==> config.mk <==
export PLATFORM = sky130hd
export DESIGN_NAME = vga_word_fetcher
export DESIGN_NICKNAME = d
export VERILOG_FILES = /design/src/rtl/vga_word_fetcher.sv
export SDC_FILE = /design/constraint.sdc
export NUM_CORES = 1
export LEC_CHECK = 0
export ABC_AREA = 1
export CORE_MARGIN = 2
export CORE_UTILIZATION = 50
export DETAILED_ROUTE_END_ITERATION = 7
export PLACE_DENSITY = 0.84
export SYNTH_ARGS = -nofsm -noshare
export SYNTH_HDL_FRONTEND = slang
export SYNTH_SLANG_ARGS = --single-unit
==> constraint.sdc <==
create_clock -name clk -period 2.56 [get_ports clk]
set_input_delay 0.512 -clock clk [delete_from_list [all_inputs] [get_ports clk]]
set_output_delay 0.512 -clock clk [all_outputs]
set_load 0.05 [all_outputs]
==> src/rtl/vga_word_fetcher.sv <==
// ============================================================================
// vga_word_fetcher : scans NUM_WORDS memory words and queues their low bytes
//                    in a show-ahead FIFO for the VGA character renderer.
// Optional feature macro: VGA_FETCH_CHECKSUM_EN (adds checksum output port).
// Revision: 1.0 - initial release
// ============================================================================
`default_nettype none

module vga_word_fetcher #(
  parameter logic [7:0] BASE_ADDR  = 8'h00,
  parameter int         NUM_WORDS  = 16,
  parameter int         FIFO_DEPTH = 4
) (
  input  logic        clk,
  input  logic        rst,
  input  logic        start,
  output logic        busy,
  output logic        done,
  output logic [7:0]  mem_addr,
  input  logic [31:0] mem_rdata,
  output logic        char_valid,
  input  logic        char_ready,
  output logic [7:0]  char_data,
  output logic [5:0]  char_index
`ifdef VGA_FETCH_CHECKSUM_EN
  ,
  output logic [7:0]  checksum
`endif
);

  localparam int         AW       = (FIFO_DEPTH > 1) ? $clog2(FIFO_DEPTH) : 1;
  localparam logic [5:0] LAST_IDX = 6'(NUM_WORDS - 1);
  localparam logic [AW:0] DEPTH_C = (AW + 1)'(FIFO_DEPTH);

  typedef enum logic [1:0] {
    S_IDLE    = 2'd0,
    S_ISSUE   = 2'd1,
    S_CAPTURE = 2'd2,
    S_DONE    = 2'd3
  } state_t;

  state_t      state, state_nxt;
  logic [7:0]  addr_nxt;
  logic [5:0]  idx, idx_nxt;

  logic [13:0]   fifo_mem [FIFO_DEPTH];
  logic [AW-1:0] wr_ptr, rd_ptr;
  logic [AW:0]   count;
  logic          full, push, pop;

  logic unused_rdata;
  assign unused_rdata = ^mem_rdata[31:8];

  assign full = (count == DEPTH_C);
  assign push = (state == S_CAPTURE) && !full;
  assign pop  = char_valid && char_ready;

  always_ff @(posedge clk) begin
    if (rst) begin
      state    <= S_IDLE;
      mem_addr <= BASE_ADDR;
      idx      <= 6'd0;
    end else begin
      state    <= state_nxt;
      mem_addr <= addr_nxt;
      idx      <= idx_nxt;
    end
  end

  always_comb begin
    state_nxt = state;
    addr_nxt  = mem_addr;
    idx_nxt   = idx;
    case (state)
      S_IDLE: begin
        if (start) begin
          addr_nxt  = BASE_ADDR;
          idx_nxt   = 6'd0;
          state_nxt = S_ISSUE;
        end
      end
      S_ISSUE: state_nxt = S_CAPTURE;
      S_CAPTURE: begin
        // A full FIFO holds everything; the memory is simply re-read next cycle.
        if (!full) begin
          if (idx == LAST_IDX) begin
            state_nxt = S_DONE;
          end else begin
            addr_nxt  = mem_addr + 8'd4;
            idx_nxt   = idx + 6'd1;
            state_nxt = S_ISSUE;
          end
        end
      end
      S_DONE: state_nxt = S_IDLE;
      default: state_nxt = S_IDLE;
    endcase
  end

  assign busy = (state == S_ISSUE) || (state == S_CAPTURE);
  assign done = (state == S_DONE);

  always_ff @(posedge clk) begin
    if (rst) begin
      wr_ptr <= '0;
      rd_ptr <= '0;
      count  <= '0;
    end else begin
      if (push) wr_ptr <= wr_ptr + AW'(1);
      if (pop)  rd_ptr <= rd_ptr + AW'(1);
      case ({push, pop})
        2'b10:   count <= count + (AW + 1)'(1);
        2'b01:   count <= count - (AW + 1)'(1);
        default: count <= count;
      endcase
    end
  end

  always_ff @(posedge clk) begin
    if (push) fifo_mem[wr_ptr] <= {idx, mem_rdata[7:0]};
  end

  assign char_valid = (count != '0);
  assign char_data  = char_valid ? fifo_mem[rd_ptr][7:0]  : 8'd0;
  assign char_index = char_valid ? fifo_mem[rd_ptr][13:8] : 6'd0;

`ifdef VGA_FETCH_CHECKSUM_EN
  always_ff @(posedge clk) begin
    if (rst) begin
      checksum <= 8'd0;
    end else if ((state == S_IDLE) && start) begin
      checksum <= 8'd0;
    end else if (push) begin
      checksum <= checksum + mem_rdata[7:0];
    end
  end
`endif

endmodule

`default_nettype wire

# ---- Word level (Yosys, flattened, before mapping)
# Memories as Yosys holds them, arrays and structs flattened. A register that Yosys moved wholly into a read port is not among the register bits.
# Index checks and enable logic that the tools add are counted.
dict set report word_totals {
  ff_bits 23
  ram_bits 56
  elab_cells 52
  memories 1
}
# name depth word_bits read_ports rd_clocked_by_memory_dff wr line
set mem_list {}
lappend mem_list {fifo_mem 4 14 1 1 1 46} ;# logic [13:0] fifo_mem [FIFO_DEPTH];
dict set report classes {
  addsub 6
  n_eq_ne 10
  muxes 19
  n_reduce_logical 10
}
# cell count
set ops {}
lappend ops {{$mux 8} 4}
lappend ops {{$mux 6} 4}
lappend ops {{$pmux 8 s2} 1}
lappend ops {{$pmux 6 s2} 1}
lappend ops {{$mux 2} 5}
lappend ops {{$add 8x3->8 const B} 1}
lappend ops {{$pmux 2 s4} 1}
lappend ops {{$add 6x1->6 const B} 1}
lappend ops {{$eq 2x2->1 const B} 3}
lappend ops {{$eq 6x4->1 const B} 1}
lappend ops {{$ne 2x2->1 const B} 3}
lappend ops {{$pmux 3 s2} 1}
lappend ops {{$add 2x1->2 const B} 2}
lappend ops {{$eq 2x1->1 const B} 2}
lappend ops {{$reduce_and 4->1} 1}
lappend ops {{$reduce_bool 2->1} 2}
lappend ops {{$add 3x1->3 const B} 1}
lappend ops {{$eq 3x3->1 const B} 1}
lappend ops {{$reduce_bool 3->1} 1}
lappend ops {{$sub 3x1->3 const B} 1}
lappend ops {{$logic_and 1x1->1} 2}
lappend ops {{$logic_not 2->1} 1}
lappend ops {{$mux 1} 2}
lappend ops {{$reduce_and 2->1} 1}
lappend ops {{2 further kinds} 2}

# ---- Depth between registers and ports, before layout
dict set report logic_depth {
  depth_word 5
  ltp_mapped 11
  ltp_nobuf 11
}

# ---- Worst setup path after synthesis
# Ideal clock, no wire load.
dict set report synth_path {
  kind {register -> output}
  start {register count[1]}
  end {output char_data[2]}
  t_arrival_ns 1.954
  path_slack_ns 0.094
  path_stages_with_launch 6
  n_path_buf 1
  path_cell_list {dfxtp_1 > inv_2 > nand3_1 > inv_1 > buf_2 > a21oi_1}
}
dict set report synth_via {
  elab_chain_len 2
}
# element line
set synth_rtl {}
lappend synth_rtl {{start, declared} 48} ;# logic [AW:0] count;
lappend synth_rtl {{start signal, assigned} 112} ;# 2'b10: count <= count + (AW + 1)'(1);
lappend synth_rtl {{start signal, assigned} 113} ;# 2'b01: count <= count - (AW + 1)'(1);
lappend synth_rtl {{start signal, assigned} 114} ;# default: count <= count;
lappend synth_rtl {{$reduce_bool 3->1} 123} ;# assign char_valid = (count != '0);
lappend synth_rtl {{via char_valid} 21} ;# output logic char_valid,
lappend synth_rtl {{$mux 8} 124} ;# assign char_data = char_valid ? fifo_mem[rd_ptr][7:0] : 8'd0;
lappend synth_rtl {{end, declared} 23} ;# output logic [7:0] char_data,
# The timed path passes the listed nets, and every way through them passes these cells.

# ---- Worst setup path after layout
dict set report layout_path {
  start {register state[1]}
  end {output busy}
}
dict set report layout_via {
  elab_chain_len 2
  elab_cells_between_ends 3
  cone_classes {eq/ne: 2; reduce/logical: 1}
}
# element line
set layout_rtl {}
lappend layout_rtl {{start, declared} 42} ;# state_t state, state_nxt;
lappend layout_rtl {{start signal, assigned} 64} ;# state <= state_nxt;
lappend layout_rtl {{$eq 2x1->1 / $eq 2x2->1 (equally long branches)} 100} ;# assign busy = (state == S_ISSUE) || (state == S_CAPTURE);
lappend layout_rtl {{$logic_or 1x1->1 *} 100}
lappend layout_rtl {{end, declared} 17} ;# output logic busy,
# Every way passes the cells marked *; elsewhere a longest branch is shown, timed or not.

==> impl_metrics.json <==
{
  "synth-seq-cells": 79,
  "ir_worst_vdd_v": 0.0005107,
  "crit_fanout": 4,
  "synth-seq-area-share_pct": 60.26,
  "grt-ovfl-total": 0,
  "fin_crit_sh_pct": 95.12,
  "vias": 2572,
  "postLayoutSetupSlackWorst_ns": 0.1250,
  "cts_tree": "built",
  "dp_slack_ns": 0.2487,
  "status": "completed",
  "via_per_inst": 5.103,
  "fin_tns_setup_ns": 0,
  "worst_pin_slew_ns": 0.5475,
  "htree_num_levels": 3,
  "dp_hpwl_mm": 4.295,
  "fmax_ghz": 0.4107,
  "rows": 30,
  "wirelength_mm": 6.579,
  "antenna_found_initial": 0,
  "layout-drive-gt1-share_pct": 14.22,
  "hold_viol": 0,
  "port_buffers": 34,
  "clkTransAtPathRegs_ns": 0.08,
  "core_um2": 6832,
  "drc": 0,
  "ant_nets": 0,
  "fp.dieW_um": 88.32,
  "diodes": 0,
  "crit_family": "buffers and inverters",
  "grt_max_degree": 29,
  "synthesis.area_um2": 3555,
  "maxCapViolCount": 0,
  "crit_path_start_kind": "flop",
  "cts_max_path_buffers": 2,
  "wl_per_cell_um": 13.05,
  "grt_pass1_wl_mm": 10.68,
  "final_core_util_pct": 61.15,
  "fillers": 547,
  "slowest_delay_ns": 0.79,
  "clk_latency_ns": 0.36,
  "timing.final.crit_period_ns": 2.435,
  "crit_chain": "inv_1 -> ha_1 -> clkdlybuf4s50_1",
  "clock-sinks": 79,
  "final_max_slew_viol_count": 0,
  "fin_skew_ns": 0.009505,
  "grt_use_total_pct": 18.10,
  "crit_path_top_delay_cell": "clkdlybuf4s50_1",
  "cts-root-buf": "clkbuf_8",
  "holdCritPathClass": "flop to flop",
  "area_delta_synth_final_pct": 17.53,
  "nets": 451,
  "avgSynthCellArea_um2": 9.766,
  "relSlewSlack_pct": 63.46,
  "grt_pass1_vias": 2414,
  "cts_post_setup_buffers_inserted": 0,
  "start_util_pct": 52.03,
  "worstPathArrival_ns": 1.92,
  "drtIter0Drc": 118,
  "gp_congestion": 0.7899,
  "endpoint_kind": "output pin",
  "io_pins": 61,
  "ys_warn_count": 0,
  "powerDensity_nw_per_um2": 1023,
  "drtPass1Iterations": 5,
  "cts_buffers": 9,
  "syn-instance-count": 364,
  "synth_cell_types": 27,
  "fp.dieH_um": 88.32,
  "worst-path-buf-inv": 2,
  "power.leakage_uw": 0.001594,
  "cp.required_ns": 2.05,
  "rsz0062_at_grt": "no",
  "critPathKind": "flop to output pin",
  "dieArea_um2": 7800,
  "setup_viol": 0
}
[tightest hold or removal path, cell delays in order (launching register included)]
cell and delay, ns:
dfxtp_1 0.31, inv_1 0.05, a21oi_1 0.07
[power by group]
group          switching (uW)  total, uW  internal, uW  leakage, uW
registers                91.2       1570          1480     0.000688
clock network             460       1010           550     0.000103
logic                    1210       1700           492     0.000803
[layer usage]
metal / part of all wire, % / routed length, um / up-vias / GRT usage (%)
met5: 0 / 0 / - / 0
met4: 1.6 / 108 / 0 / 8.540
met3: 4.5 / 296 / 9 / 3.358
met2: 52 / 3403 / 63 / 32.60
met1: 42 / 2770 / 1221 / 20.72
li1: - / - / 1279 / -
[cell families (layout without fill, tap and decap cells)]
group,count (synthesis),in the layout,synth area share (%)
compound gates,69,69,9.821
fa+ha+maj,12,12,4.435
buf+inv,53,96,6.723
flops,79,79,60.26
other cells,1,2,0.1055
simple gates,150,150,18.66
[per-stage QoR]
| stage | instance area (um2) | std cells | hold slack (ns) | power, uW |
|---|---|---|---|---|
| 2_1_floorplan | 3558 | 365 | 0.4329 | 2850 |
| 3_3_place_gp | 3956 | 488 | 0.4448 | 3255 |
| 3_5_place_dp | 3956 | 488 | 0.4612 | 3302 |
| 4_1_cts | 4177 | 504 | 0.4726 | 4308 |
| 5_1_grt | 4178 | 504 | 0.5008 | 4512 |
| 6_report | 4178 | 504 | 0.4683 | 4276 |
[final cells by class]
cell class / instances / area (um2) / share of cell area [%]
sequential: 79 / 2143 / 51.30
multi-input combinational: 233 / 1177 / 28.18
timing repair buffer: 41 / 370.4 / 8.865
inverter: 39 / 146.4 / 3.504
clock buffer: 9 / 123.9 / 2.965
tap: 96 / 120.1 / 2.875
clock inverter: 7 / 96.34 / 2.306
[registers in the layout (all words and copies together) (netlist names), named ones only]
name,count
count,3
rd_ptr,2
state,2
wr_ptr,2
fifo_mem,56
idx,6
mem_addr,6
[cell usage after synthesis]
cell type	number	area share, %
buf_4	5	1.1
fa_1	1	0.56
nor2_2	1	0.18
nor3_1	1	0.14
conb_1	1	0.11
nand2_4	1	0.32
o21bai_1	1	0.21
nand2_2	4	0.70
o21ai_0	35	4.9
inv_2	6	0.63
a21oi_1	27	3.8
nor3b_1	1	0.21
nor2_4	2	0.63
edfxtp_1	56	47
buf_2	5	0.70
nand2_1	36	3.8
ha_1	11	3.9
inv_1	32	3.4
o21ai_1	5	0.70
nor2_1	84	8.9
dfxtp_1	23	13
clkinv_1	1	0.11
nand3_1	13	1.8
a31oi_1	1	0.18
nand3_2	7	2.0
buf_6	2	0.63
clkbuf_1	2	0.21
[worst paths after layout]
check	from	to	slack, ns	cells past startpoint
setup / recovery	state[1]	busy	0.12	3
hold / removal	rd_ptr[1]	rd_ptr[1]	0.47	2
setup reg to reg	state[0]	count[2]	0.38	10
hold reg to reg	rd_ptr[1]	rd_ptr[1]	0.47	2
[placed cells by master (no fill, tap or decap), drive strengths merged]
cell	Yosys	routed
fa	1	1
bufinv	0	2
ha	11	11
dfxtp	23	23
edfxtp	56	56
clkbuf	2	9
a21oi	27	27
o21bai	1	1
buf	12	21
nand2	41	41
clkinvlp	0	2
nand3	20	20
nor3b	1	1
nor3	1	1
o21ai	40	40
inv	38	39
clkinv	1	3
conb	1	2
clkdlybuf4s50	0	20
nor2	87	87
a31oi	1	1
[timing repair]
item,CTS,global route
resized for setup,0,1
endpoints found under the setup margin,0,1
hold buffers,0,0
Note: power is estimated with default switching activity, not from simulation.
